--- config.mk ---
export PLATFORM = sky130hd
export DESIGN_NAME = ula_bus_reader_flat
export DESIGN_NICKNAME = d
export VERILOG_FILES = /design/src/rtl/ula_bus_reader_if.sv /design/src/rtl/ula_bus_reader.sv /design/src/flat_wrapper.sv
export SDC_FILE = /design/constraint.sdc
export NUM_CORES = 1
export LEC_CHECK = 0
export ABC_AREA = 0
export CORE_AREA = 2 2 48 50
export CTS_CLUSTER_DIAMETER = 120
export DETAILED_ROUTE_END_ITERATION = 7
export DIE_AREA = 0 0 50 52
export DONT_BUFFER_PORTS = 1
export SYNTH_ARGS = -nofsm -noshare
export SYNTH_HDL_FRONTEND = slang
export SYNTH_SLANG_ARGS = --single-unit
--- constraint.sdc ---
create_clock -name clk -period 1.38 [get_ports clk]
set_clock_uncertainty 0.1 [all_clocks]
set_input_delay 0.345 -clock clk [delete_from_list [all_inputs] [get_ports clk]]
set_output_delay 0.345 -clock clk [all_outputs]
set_load 0.005 [all_outputs]
--- src/rtl/ula_bus_reader_if.sv ---
// Handshake and bus bundle between the ULA control path, the result-bus reader
// and the bank of tri-state drivers it owns.
interface ula_bus_reader_if #(
    parameter int WIDTH = 9,
    parameter int NSRC  = 4,
    parameter int SELW  = (NSRC > 1) ? $clog2(NSRC) : 1
);
    logic             req_valid;
    logic [SELW-1:0]  req_sel;
    logic             req_ready;
    logic [NSRC-1:0]  en;
    logic [WIDTH-1:0] bus;
    logic             res_valid;
    logic             res_ready;
    logic [WIDTH-2:0] res_data;
    logic             res_carry;
    logic             res_zero;
    logic             res_err;

    modport master (
        input  req_valid, req_sel, bus, res_ready,
        output req_ready, en, res_valid, res_data, res_carry, res_zero, res_err
    );

    modport slave (
        output req_valid, req_sel, res_ready,
        input  req_ready, en, bus, res_valid, res_data, res_carry, res_zero, res_err
    );
endinterface

--- src/rtl/ula_bus_reader.sv ---
// Sequencing reader for the ULA's shared tri-state result bus: turnaround,
// single-driver enable, settle wait, capture, then valid/ready hold.
module ula_bus_reader_chk #(
    parameter int NSRC = 4
) (
    input logic            clk,
    input logic            rst,
    input logic [NSRC-1:0] en,
    input logic            res_valid,
    input logic            req_ready
);
    // Drivers must never overlap, and nothing drives while a result is held.
    a_en_onehot0: assert property (@(posedge clk) disable iff (rst) $onehot0(en));
    a_hold_quiet: assert property (@(posedge clk) disable iff (rst)
                                   res_valid |-> (en == '0) && !req_ready);
endmodule

module ula_bus_reader #(
    parameter int WIDTH  = 9,
    parameter int NSRC   = 4,
    parameter int SETTLE = 1,
    parameter int SELW   = (NSRC > 1) ? $clog2(NSRC) : 1
) (
    input logic               clk,
    input logic               rst,
    ula_bus_reader_if.master  bus_if
);
    localparam int CNTW = (SETTLE > 1) ? $clog2(SETTLE) : 1;

    typedef enum logic [1:0] {
        ST_IDLE  = 2'd0,
        ST_TURN  = 2'd1,
        ST_DRIVE = 2'd2,
        ST_HOLD  = 2'd3
    } state_t;

    state_t           state_q, state_d;
    logic [SELW-1:0]  sel_q, sel_d;
    logic [CNTW-1:0]  cnt_q, cnt_d;
    logic [NSRC-1:0]  en_q, en_d;
    logic             ready_q, ready_d;
    logic             res_valid_q, res_valid_d;
    logic [WIDTH-2:0] res_data_q, res_data_d;
    logic             res_carry_q, res_carry_d;
    logic             res_zero_q, res_zero_d;
    logic             res_err_q, res_err_d;
    logic             accept_s;
    logic             sel_bad_s;

    function automatic logic [NSRC-1:0] sel_onehot(input logic [SELW-1:0] sel);
        logic [NSRC-1:0] oh;
        oh = '0;
        for (int i = 0; i < NSRC; i++) begin
            oh[i] = (sel == SELW'(i));
        end
        return oh;
    endfunction

    function automatic logic data_is_zero(input logic [WIDTH-2:0] data);
        return ~|data;
    endfunction

    assign accept_s  = bus_if.req_valid && ready_q;
    assign sel_bad_s = ({1'b0, bus_if.req_sel} >= (SELW + 1)'(NSRC));

    // Next-state and registered-output decode; en is derived from the next
    // state so it changes only on a clock edge and is one-hot by construction.
    always_comb begin
        state_d     = state_q;
        sel_d       = sel_q;
        cnt_d       = cnt_q;
        res_data_d  = res_data_q;
        res_carry_d = res_carry_q;
        res_zero_d  = res_zero_q;
        res_err_d   = res_err_q;

        case (state_q)
            ST_IDLE: begin
                if (accept_s) begin
                    if (sel_bad_s) begin
                        state_d     = ST_HOLD;
                        res_err_d   = 1'b1;
                        res_data_d  = '0;
                        res_carry_d = 1'b0;
                        res_zero_d  = 1'b0;
                    end else begin
                        state_d = ST_TURN;
                        sel_d   = bus_if.req_sel;
                    end
                end else begin
                    state_d = ST_IDLE;
                end
            end
            ST_TURN: begin
                state_d = ST_DRIVE;
                cnt_d   = CNTW'(SETTLE - 1);
            end
            ST_DRIVE: begin
                if (cnt_q == '0) begin
                    state_d     = ST_HOLD;
                    res_data_d  = bus_if.bus[WIDTH-2:0];
                    res_carry_d = bus_if.bus[WIDTH-1];
                    res_zero_d  = data_is_zero(bus_if.bus[WIDTH-2:0]);
                    res_err_d   = 1'b0;
                end else begin
                    cnt_d = cnt_q - CNTW'(1);
                end
            end
            ST_HOLD: begin
                if (bus_if.res_ready) begin
                    state_d = ST_IDLE;
                end else begin
                    state_d = ST_HOLD;
                end
            end
            default: begin
                state_d = ST_IDLE;
            end
        endcase

        if (state_d == ST_DRIVE) begin
            en_d = sel_onehot(sel_d);
        end else begin
            en_d = '0;
        end
        ready_d     = (state_d == ST_IDLE);
        res_valid_d = (state_d == ST_HOLD);
    end

    // State and output registers; reset forces enables off immediately.
    always_ff @(posedge clk or posedge rst) begin
        if (rst) begin
            state_q     <= ST_IDLE;
            sel_q       <= '0;
            cnt_q       <= '0;
            en_q        <= '0;
            ready_q     <= 1'b0;
            res_valid_q <= 1'b0;
            res_data_q  <= '0;
            res_carry_q <= 1'b0;
            res_zero_q  <= 1'b0;
            res_err_q   <= 1'b0;
        end else begin
            state_q     <= state_d;
            sel_q       <= sel_d;
            cnt_q       <= cnt_d;
            en_q        <= en_d;
            ready_q     <= ready_d;
            res_valid_q <= res_valid_d;
            res_data_q  <= res_data_d;
            res_carry_q <= res_carry_d;
            res_zero_q  <= res_zero_d;
            res_err_q   <= res_err_d;
        end
    end

    assign bus_if.req_ready = ready_q;
    assign bus_if.en        = en_q;
    assign bus_if.res_valid = res_valid_q;
    assign bus_if.res_data  = res_data_q;
    assign bus_if.res_carry = res_carry_q;
    assign bus_if.res_zero  = res_zero_q;
    assign bus_if.res_err   = res_err_q;

    ula_bus_reader_chk #(.NSRC(NSRC)) u_chk (
        .clk       (clk),
        .rst       (rst),
        .en        (en_q),
        .res_valid (res_valid_q),
        .req_ready (ready_q)
    );
endmodule

--- src/flat_wrapper.sv ---
// flat-port wrapper written by rule: the top's interface ports become plain ports
module ula_bus_reader_flat 
#(
    parameter int WIDTH  = 9,
    parameter int NSRC   = 4,
    parameter int SETTLE = 1,
    parameter int SELW   = (NSRC > 1) ? $clog2(NSRC) : 1
)
  (clk, rst, bus_if_req_valid, bus_if_req_sel, bus_if_bus, bus_if_res_ready, bus_if_req_ready, bus_if_en, bus_if_res_valid, bus_if_res_data, bus_if_res_carry, bus_if_res_zero, bus_if_res_err);
  ula_bus_reader_if #(.WIDTH(WIDTH), .NSRC(NSRC), .SELW(SELW)) bus_if_i ();
  input logic clk;
  input logic rst;
  input wire logic [$bits(bus_if_i.req_valid)-1:0] bus_if_req_valid;
  input wire logic [$bits(bus_if_i.req_sel)-1:0] bus_if_req_sel;
  input wire logic [$bits(bus_if_i.bus)-1:0] bus_if_bus;
  input wire logic [$bits(bus_if_i.res_ready)-1:0] bus_if_res_ready;
  output wire logic [$bits(bus_if_i.req_ready)-1:0] bus_if_req_ready;
  output wire logic [$bits(bus_if_i.en)-1:0] bus_if_en;
  output wire logic [$bits(bus_if_i.res_valid)-1:0] bus_if_res_valid;
  output wire logic [$bits(bus_if_i.res_data)-1:0] bus_if_res_data;
  output wire logic [$bits(bus_if_i.res_carry)-1:0] bus_if_res_carry;
  output wire logic [$bits(bus_if_i.res_zero)-1:0] bus_if_res_zero;
  output wire logic [$bits(bus_if_i.res_err)-1:0] bus_if_res_err;
  assign bus_if_i.req_valid = bus_if_req_valid;
  assign bus_if_i.req_sel = bus_if_req_sel;
  assign bus_if_i.bus = bus_if_bus;
  assign bus_if_i.res_ready = bus_if_res_ready;
  assign bus_if_req_ready = bus_if_i.req_ready;
  assign bus_if_en = bus_if_i.en;
  assign bus_if_res_valid = bus_if_i.res_valid;
  assign bus_if_res_data = bus_if_i.res_data;
  assign bus_if_res_carry = bus_if_i.res_carry;
  assign bus_if_res_zero = bus_if_i.res_zero;
  assign bus_if_res_err = bus_if_i.res_err;
  ula_bus_reader #(.WIDTH(WIDTH), .NSRC(NSRC), .SETTLE(SETTLE), .SELW(SELW)) u_core (.clk(clk), .rst(rst), .bus_if(bus_if_i));
endmodule
==> impl_summary.txt, run 1 <==
----------------------------------------------------
[Outcome]
  Outcome ... finished, final reports clean

[Flow run]
  Max-cap violations ... 0

[Worst setup path]
  Data required time of the worst path ... 1470 ps
  Endpoint kind of the worst setup timing path ... flip-flop
  Category of the worst setup path launch point ... flip-flop
  Worst R2R Start ... u_core.bus_if.req_ready
  Standard cell with the maximum stage delay on the critical path ... sky130_fd_sc_hd__dfrtp_1
  Arrival time at the worst endpoint ... 1370 ps
  Cell depth of the worst flop-to-flop path ... 3
  Start point of the critical path ... u_core.bus_if.req_ready
  Worst Path Max Fanout ... 3
  Critical Path, Cell by Cell ... nand2_1 -> nor3_1 -> mux2_2
  Capturing element of the worst setup path ... u_core.sel_q[1]
  Critical path class ... flip-flop to flip-flop
  Reg-to-reg setup timing slack ... 100 ps
  Critical R2R Capture ... u_core.sel_q[1]
  Slowest stage delay, CP ... 400 ps

[Timing]
  Final-layout worst hold slack ... roughly 31 ps
  Unrepaired setup endpoints after global routing ... no
  Portion of the clock cycle consumed by the worst path in the final layout ... between 90% and 100%
  Final setup violation count ... 0
  Worst Setup Slack, final ... 99.5 ps
  Post-route minimum period ... 1280 ps
  Peak Freq ... between 700 and 800 MHz
  Final total negative setup slack ... 0 ps
  Max-slew violation total from the final report ... 0
  Endpoints failing hold ... 0

[Synthesis]
  Dominant combinational cell family by area after synthesis ... multiplexers
  Cell variety after synth ... 21
  Yosys Warn Count ... 0
  Post-synthesis net count ... 71
  Complex-gate fraction of the synthesized area ... 3.62%
  Post-synthesis simple-gate area fraction ... 10.4%
  Number of flip-flops and latches in the synthesized netlist ... 20
  Xor and xnor area share after synthesis ... 0%
  Register area share after synthesis ... 62.9%
  Multiplexer share of the synthesized area ... 19.3%
  Number of standard cells after synthesis ... 56
  Post-synthesis adder-cell area fraction ... 0%
  Average cell area after synthesis ... about 14 um^2
  Netlist Area Pre-Place ... 796 um^2

[CTS]
  Total clock buffers created by CTS ... 3
  Worst-case clock buffer depth ... 2
  Root buf cell ... sky130_fd_sc_hd__clkbuf_4
  Clock slew at reported path FFs ... 110 ps
  Clock latency reported for the late side of the worst-skew pair ... 280 ps
  Clock tree from TritonCTS ... built
  CTS Sinks ... 20
  Number of gates resized after cts ... 0
  Hold-fix buffers at CTS ... 1
  Number of setup buffers added after CTS ... 0
  Maximum level of the CTS H-tree ... 1

[Drt]
  Iteration-0 DRC count of the detailed router ... 2
  Post-detailed-routing wire length ... 1250 um
  Wirelength per Cell ... 13.7 um
  Post-detailed-route via-to-cell ratio ... 4.96
  Number of antenna-violating nets in the routed design ... 0
  Via Count ... 451
  Final routed DRC violation total ... 0
  Number of optimization iterations in the first detailed-route pass ... 2

[Floorplanning]
  Cell Rows ... 17
  I/O pin total ... 32
  Die width ... 50 um
  Height of the die ... 52 um
  Std-Cell Core Area ... 2110 um^2
  Initial Utilization ... a little under two fifths
  Die Outline Area ... 2600 um^2

[Global route]
  Maximum number of pins on one net before global-route repair ... 13
  Aggregate global-route resource usage ... a little over a tenth
  Remaining global-route overflow ... 0
  Global-route wire length before repair ... slightly above 2000 um
  Via count of the first global-routing pass ... 457
  Initial antenna violation count ... 0

[Power and ir drop]
  Peak supply drop ... 0.00101 V
  Design Power ... 2.01 mW
  Power dissipated by switching net loads ... between 500 and 600 uW
  Sequential group share of total power ... 50.5%
  Proportion of total power due to net switching ... 28.8%
  Clock Power Share ... ~16%
  Power density over the cells ... 2230 nW/um^2
  Internal ... 1.43 mW
  Combinational power share ... 33.3%
  Total leakage power ... 0.433 nW

[Placement]
  Worst slack, placed ... 85.9 ps
  Detail Placement HPWL ... 1010 um
  Number of port buffers ... 0
  Gpl congestion ... about 0.6
  DP Cell Count ... 86

[Cells and area]
  # nets final ... 79
  Share of layout cells above drive strength 1 ... 31.7%
  Count of placed standard cells in the final layout, fillers left out ... 91
  Layout overhead on the synthesized area ... 13.2%
  Commonest non-fill, non-tap cells in the layout ... sky130_fd_sc_hd__dfrtp_1 (20), sky130_fd_sc_hd__mux2_4 (8), sky130_fd_sc_hd__nand2_1 (4)
  Diode insertion count for antenna repair ... 0
  Most common cell after layout, fill and taps aside ... sky130_fd_sc_hd__dfrtp_1

[Hold path]
  Type of the worst min-delay path ... input pin to flip-flop

----------------------------------------------------
==> worst max-delay path: cells and delay by family (launching register included) <==
kind          cells  cell delay (ps)
mux               1              370
simple gates      2              310
flops             1              400
==> metrics by stage <==
stage                     util (%)  instance area, um^2
final                         42.8                  901
after global placement        40.6                  855
after detailed placement      40.6                  855
after global routing          42.8                  901
after floorplan                  -                  796
after CTS                     42.8                  901
==> synthesized netlist by cell type, drive strengths merged <==
| library cell | instances | area share, % |
|---|---|---|
| nand3 | 1 | 0.63 |
| nor3b | 1 | 0.94 |
| dfrtp | 20 | 63 |
| o21ai | 1 | 0.63 |
| nor4 | 2 | 1.6 |
| nor3 | 1 | 0.63 |
| nand2b | 1 | 0.79 |
| and3 | 1 | 0.79 |
| inv | 2 | 0.94 |
| and3b | 1 | 1.1 |
| buf | 2 | 2.4 |
| o22ai | 1 | 0.79 |
| nand2 | 4 | 1.9 |
| a21oi | 2 | 1.3 |
| and2b | 1 | 1.1 |
| conb | 1 | 0.47 |
| nor2 | 2 | 0.94 |
| o21a | 1 | 0.94 |
| mux2 | 11 | 19 |
==> per-layer routing <==
layer	track usage, %	wire length (um)	vias to the layer above
met5	0	0	-
li1	-	-	206
met4	5.56	10	0
met1	11.4	505	221
met2	16.9	591	22
met3	6.03	142	2
==> cells by family after synthesis <==
kind of cell,count (synthesis)
muxes,11
and+or+nand+nor,15
buffers and inverters,4
other,1
AOI/OAI and AO/OA,5
DFF,20
==> registers in the layout (all words and copies together) (netlist names) <==
signal / cells
u_core.sel_q: 2
u_core.bus_if.req_ready: 1
u_core.bus_if.res_data: 8
u_core.bus_if.res_valid: 1
u_core.state_q: 2
u_core.bus_if.res_zero: 1
u_core.bus_if.en: 4
u_core.bus_if.res_carry: 1
==> layout make-up <==
type	instances	area, um^2
Clock buffer	4	36.3
Fill cell	198	1200
Inverter	2	7.51
Multi-Input combinational cell	32	269
Sequential cell	20	500
Tap cell	28	35.0
Timing Repair Buffer	5	52.6
==> worst min-delay path by stage <==
stage	startpoint	depth (start not counted)	end	slack, ps
final	bus_if_res_ready	1	u_core.bus_if.res_valid	30
after CTS	bus_if_res_ready	1	u_core.bus_if.res_valid	20
after global placement	rst	1	u_core.bus_if.res_data[0]	100
after detailed placement	rst	1	u_core.bus_if.res_data[1]	110
after global routing	bus_if_res_ready	1	u_core.bus_if.res_valid	20
after floorplan	rst	1	u_core.bus_if.en[0]	210
==> power groups by stage <==
stage | registers (mW) | clock network (mW) | logic, mW
after floorplan | 1.00 | 0 | 0.522
after global placement | 1.03 | 0 | 0.668
after detailed placement | 1.04 | 0 | 0.674
after CTS | 1.02 | 0.345 | 0.680
after global routing | 1.05 | 0.368 | 0.728
final | 1.02 | 0.326 | 0.671
(Power assumes the default switching activity.)
==> run 2, diff against run 1 <==
--- a/config.mk
+++ b/config.mk
@@ -14,3 +14,4 @@
 export SYNTH_ARGS = -nofsm -noshare
 export SYNTH_HDL_FRONTEND = slang
 export SYNTH_SLANG_ARGS = --single-unit
+export TNS_END_PERCENT = 5
==> constraint.sdc (replaced) <==
create_clock -name clk -period 1.2 [get_ports clk]
set_clock_uncertainty 0.1 [all_clocks]
set_input_delay 0.3 -clock clk [delete_from_list [all_inputs] [get_ports clk]]
set_output_delay 0.3 -clock clk [all_outputs]
set_load 0.005 [all_outputs]
==> impl_summary.txt, run 2 (synthesized netlist as in run 1, its figures left out) <==
----------------------------------------------------
[Drt]
  Number of antenna-violating nets in the routed design ... 0
  Iteration-0 DRC count of the detailed router ... 1
  Post-detailed-route via-to-cell ratio ... 4.91
  Wirelength per Cell ... 13.9 um
  Post-detailed-routing wire length ... ~1300 um
  Number of optimization iterations in the first detailed-route pass ... 3
  Final routed DRC violation total ... 0
  Via Count ... 452

[Floorplanning]
  I/O pin total ... 32
  Die Outline Area ... around 2600 um^2
  Cell Rows ... 17
  Std-Cell Core Area ... around 2100 um^2
  Height of the die ... 52 um
  Initial Utilization ... 37.8%
  Die width ... 50 um

[CTS]
  CTS Sinks ... 20
  Maximum level of the CTS H-tree ... 1
  Clock tree from TritonCTS ... built
  Worst-case clock buffer depth ... 2
  Clock slew at reported path FFs ... 100 ps
  Total clock buffers created by CTS ... 3
  Root buf cell ... sky130_fd_sc_hd__clkbuf_4
  Clock latency reported for the late side of the worst-skew pair ... 280 ps

[Cells and area]
  Commonest non-fill, non-tap cells in the layout ... sky130_fd_sc_hd__dfrtp_1 (19), sky130_fd_sc_hd__mux2_4 (9), sky130_fd_sc_hd__nand2_1 (4)
  Share of layout cells above drive strength 1 ... 34.4%
  Multi-input gate area ... 285 um^2
  Count of placed standard cells in the final layout, fillers left out ... 92
  Fillcell total ... a little under 200
  # nets final ... between 80 and 90
  Most common cell after layout, fill and taps aside ... sky130_fd_sc_hd__dfrtp_1
  Layout overhead on the synthesized area ... 15.1%
  Area occupied by registers ... 502 um^2
  Diode insertion count for antenna repair ... 0
  Flip-flop count of the largest register after layout ... 8

[Timing]
  Post-route minimum period ... 1220 ps
  Endpoints failing hold ... 0
  Final-layout worst hold slack ... 52.4 ps
  Portion of the clock cycle consumed by the worst path in the final layout ... 101%
  Worst Setup Slack, final ... -16.8 ps
  Final setup violation count ... 3
  Unrepaired setup endpoints after global routing ... yes
  Max-slew violation total from the final report ... 0
  Peak Freq ... 822 MHz

[Worst setup path]
  Worst R2R Start ... u_core.state_q[1]
  Critical path class ... flip-flop to flip-flop
  Critical Path, Cell by Cell ... nor3_2 -> mux2_2
  Reg-to-reg setup timing slack ... -20 ps
  Data required time of the worst path ... 1280 ps
  Critical R2R Capture ... u_core.sel_q[1]
  Arrival time at the worst endpoint ... 1300 ps
  Slowest stage delay, CP ... 450 ps
  Worst Path Max Fanout ... 4
  Cell depth of the worst flop-to-flop path ... 2
  Endpoint kind of the worst setup timing path ... flip-flop
  Category of the worst setup path launch point ... flip-flop
  Standard cell with the maximum stage delay on the critical path ... sky130_fd_sc_hd__dfrtp_2

[Power and ir drop]
  Power density over the cells ... 2460 nW/um^2
  Design Power ... between 2 and 2.5 mW
  Total leakage power ... 0.442 nW
  Peak supply drop ... 0.000999 V

[Outcome]
  Outcome ... finished, violations left
  Violated checks ... negative setup slack

[Global route]
  Aggregate global-route resource usage ... about 11%
  Maximum number of pins on one net before global-route repair ... 21
  Via count of the first global-routing pass ... 472
  Global-route wire length before repair ... 2100 um
  Remaining global-route overflow ... 0
  Initial antenna violation count ... 0

[Hold path]
  Origin of the worst min-delay path ... bus_if_bus[0]
  End point of the most critical hold path ... u_core.bus_if.res_data[0]
  Type of the worst min-delay path ... input pin to flip-flop
  Number of stages on the worst hold path ... 1

[Placement]
  Number of port buffers ... 0
  Detail Placement HPWL ... 940 um
  DP Cell Count ... 86
  Gpl congestion ... 0.678

[Flow run]
  Max-cap violations ... 0

----------------------------------------------------
## run 2: report_power, final
part	internal (mW)	switching, mW
Clock	0.116	0.182
Sequential	0.959	0.227
Combinational	0.504	0.267
Total	1.58	0.676
## run 2: worst max path at each step
stage | startpoint | depth (start not counted) | endpoint | slack [ps]
2_1_floorplan | u_core.state_q[0] | 3 | u_core.bus_if.res_carry | -30
3_3_place_gp | u_core.state_q[1] | 2 | u_core.sel_q[1] | -7
3_5_place_dp | u_core.state_q[1] | 2 | u_core.sel_q[1] | -30
4_1_cts | u_core.bus_if.req_ready | 1 | bus_if_req_ready | -30
5_1_grt | u_core.bus_if.req_ready | 1 | bus_if_req_ready | -60
6_report | u_core.state_q[1] | 2 | u_core.sel_q[1] | -20
## run 2: through the flow
step | utilization [%] | area (um^2) | TNS (ps) | setup slack [ps]
final | 43.5 | 916 | -47.4 | -16.8
after floorplan | - | 812 | -246 | -28.2
after CTS | 43.0 | 906 | -92.4 | -35.0
after global placement | 40.6 | 855 | -13.4 | -6.92
after global routing | 43.5 | 916 | -406 | -64.4
after detailed placement | 40.6 | 855 | -58.1 | -27.6
## run 2: area by class of cell
type,count,share of cell area [%]
well taps,28,3.83
inverters,2,0.820
repair buffers,7,6.97
multi-input cells,32,31.1
clock buffers,3,2.46
flip-flops and latches,20,54.8
## run 2: worst max-delay path: cells and delay by family (launching register included)
kind,cells,cell delay [ps]
DFF,1,450
muxes,1,350
and+or+nand+nor,1,210
## run 2: timing repair
| item | 4_1_cts | 5_1_grt |
|---|---|---|
| endpoints found under the setup margin | 4 | 12 |
| endpoints found under the hold margin | 21 | 1 |
| setup buffers | 0 | 0 |
| hold buffers | 2 | 1 |
| gates resized for setup | 3 | 0 |
## run 2: routing by layer
layer  global-route usage (%)  routed length (um)  vias to the layer above
met2                     15.6                 554                       23
li1                         -                   -                      207
met5                        0                   0                        -
met3                     9.20                 186                        2
met1                     11.5                 528                      220
met4                     5.56                  13                        0
==> run 3, diff against run 2 <==
==> constraint.sdc (replaced) <==
create_clock -name clk -period 1.2 [get_ports clk]
set_clock_uncertainty 0.1 [all_clocks]
set_input_delay 0.3 -clock clk [delete_from_list [all_inputs] [get_ports clk]]
set_output_delay 0.3 -clock clk [all_outputs]
set_load 0.02 [all_outputs]
==> impl_summary.txt, run 3 (synthesized netlist as in run 1, its figures left out) <==
----------------------------------------------------
[Worst setup path]
  Crit path depth ... 1
  Category of the worst setup path launch point ... flip-flop
  Endpoint kind of the worst setup timing path ... output port
  Critical R2R Capture ... u_core.sel_q[1]
  Delay-heaviest family, CP ... flip-flops
  Standard cell with the maximum stage delay on the critical path ... sky130_fd_sc_hd__dfrtp_2
  Slowest stage delay, CP ... 420 ps
  Critical Path, Cell by Cell ... buf_6
  Critical path class ... flip-flop to output port
  Reg-to-reg setup timing slack ... -20 ps
  Worst Path Max Fanout ... 2
  Worst R2R Start ... u_core.state_q[1]
  Arrival time at the worst endpoint ... 850 ps
  Crit path buf inv count ... 1
  Data required time of the worst path ... approximately 800 ps
  Cell depth of the worst flop-to-flop path ... 2

[Cells and area]
  Utilization of the core after routing ... 46.9%
  Count of placed standard cells in the final layout, fillers left out ... 94
  Flip-flop count of the largest register after layout ... 8
  Diode insertion count for antenna repair ... 0
  Layout overhead on the synthesized area ... 24.2%
  Most common cell after layout, fill and taps aside ... sky130_fd_sc_hd__dfrtp_2
  Share of layout cells above drive strength 1 ... 59.1%
  # nets final ... 82
  Commonest non-fill, non-tap cells in the layout ... sky130_fd_sc_hd__dfrtp_2 (14), sky130_fd_sc_hd__mux2_4 (9), sky130_fd_sc_hd__dfrtp_1 (6)
  Fillcell total ... ~180
  Post-route design area ... 988 um^2

[Power and ir drop]
  Clock Power Share ... 18.4%
  Proportion of total power due to net switching ... around 34%
  Power density over the cells ... approximately 2900 nW/um^2
  Internal ... 1.92 mW
  Sequential group share of total power ... 50.3%
  Total leakage power ... 0.455 nW
  Power dissipated by switching net loads ... 983 uW
  Peak supply drop ... 0.00164 V
  Combinational power share ... 31.3%

[Hold path]
  Origin of the worst min-delay path ... bus_if_res_ready
  Type of the worst min-delay path ... input pin to flip-flop
  Number of stages on the worst hold path ... 1
  End point of the most critical hold path ... u_core.state_q[0]

[Global route]
  Remaining global-route overflow ... 0
  Initial antenna violation count ... 0
  Via count of the first global-routing pass ... 502
  Global-route wire length before repair ... 2440 um
  Aggregate global-route resource usage ... 12.8%
  Maximum number of pins on one net before global-route repair ... 13

[Timing]
  Unrepaired setup endpoints after global routing ... yes
  Worst Setup Slack, final ... -46.7 ps
  Final total negative setup slack ... -97.8 ps
  Peak Freq ... 802 MHz
  Final setup violation count ... 10
  Max-slew violation total from the final report ... 0
  Post-route minimum period ... 1250 ps
  Endpoints failing hold ... 0
  Portion of the clock cycle consumed by the worst path in the final layout ... 104%

[Outcome]
  Outcome ... finished, violations left
  Violated checks ... negative setup slack

[Placement]
  Gpl congestion ... between 0.6 and 0.7
  Cell area after placement ... between 800 and 900 um^2
  Detail Placement HPWL ... between 1000 and 1500 um
  Number of port buffers ... 0
  DP Cell Count ... 88
  Worst slack, placed ... -38.8 ps

[Floorplanning]
  Initial Utilization ... a little under two fifths
  Cell Rows ... 17
  I/O pin total ... 32
  Height of the die ... 52 um
  Die Outline Area ... 2600 um^2
  Std-Cell Core Area ... 2110 um^2
  Die width ... 50 um

[CTS]
  Number of setup buffers added after CTS ... 0
  Clock slew at reported path FFs ... around 100 ps
  Maximum level of the CTS H-tree ... 1
  Clock tree from TritonCTS ... built
  CTS Sinks ... 20
  Root buf cell ... sky130_fd_sc_hd__clkbuf_4
  Total clock buffers created by CTS ... 3
  Worst-case clock buffer depth ... 2
  Clock latency reported for the late side of the worst-skew pair ... 290 ps

[Drt]
  Iteration-0 DRC count of the detailed router ... 5
  Number of optimization iterations in the first detailed-route pass ... 4
  Wirelength per Cell ... 15.0 um
  Via Count ... 458
  Post-detailed-route via-to-cell ratio ... 4.87
  Final routed DRC violation total ... 0
  Number of antenna-violating nets in the routed design ... 0
  Post-detailed-routing wire length ... 1410 um

[Flow run]
  Max-cap violations ... 0

----------------------------------------------------
run 3: changes by cell type in the layout (fill, tap and decap cells not counted):
cell	change
sky130_fd_sc_hd__buf_12	+1
sky130_fd_sc_hd__buf_6	+1
sky130_fd_sc_hd__bufinv_16	+1
sky130_fd_sc_hd__dfrtp_1	-13
sky130_fd_sc_hd__dfrtp_2	+13
sky130_fd_sc_hd__dlygate4sd3_1	-1
sky130_fd_sc_hd__nor3b_1	-1
sky130_fd_sc_hd__nor3b_2	+1
run 3: power groups by stage:
stage,combinational (mW),sequential (mW),clock (mW)
final,0.909,1.46,0.534
after global routing,0.987,1.51,0.592
after CTS,0.865,1.41,0.568
after detailed placement,0.844,1.41,0
after global placement,0.826,1.40,0
after floorplan,0.602,1.41,0
run 3: routing by layer:
layer	wire length [um]	up-vias	track usage (%)	share of wire, %
met5	0	-	0	0
met4	9	0	4.17	0.64
met3	143	2	8.33	10
met2	718	23	20.6	51
met1	541	223	13.5	38
li1	-	210	-	-
run 3: worst max-delay path by stage:
stage / slack (ps) / to / start
CTS: -70 / bus_if_req_ready / u_core.bus_if.req_ready
floorplan: -50 / u_core.sel_q[0] / u_core.bus_if.req_ready
global route: -80 / bus_if_req_ready / u_core.bus_if.req_ready
detailed placement: -40 / u_core.sel_q[1] / u_core.state_q[0]
finish: -50 / bus_if_req_ready / u_core.bus_if.req_ready
global placement: -30 / u_core.sel_q[1] / u_core.state_q[0]
run 3: final cells by class:
| cell class | instances | area, um^2 | share of cell area, % |
|---|---|---|---|
| Timing Repair Buffer | 8 | 85.1 | 8.61 |
| Tap cell | 28 | 35.0 | 3.54 |
| Multi-Input combinational cell | 32 | 290 | 29.4 |
| Inverter | 2 | 7.51 | 0.759 |
| Clock inverter | 1 | 30.0 | 3.04 |
| Sequential cell | 20 | 518 | 52.4 |
| Clock buffer | 3 | 22.5 | 2.28 |
run 3: what timing repair did:
| action | 4_1_cts | 5_1_grt |
|---|---|---|
| endpoints found under the hold margin | 12 | 0 |
| setup endpoints to repair | 16 | 26 |
| gates resized for setup | 4 | 15 |
| hold buffers | 2 | 0 |
run 3: stage by stage:
step                      power, mW  hold slack, ps
final                          2.90            30.4
after global routing           3.09            4.07
after global placement         2.23            45.8
after floorplan                2.01             164
after CTS                      2.84            5.04
after detailed placement       2.26            49.7
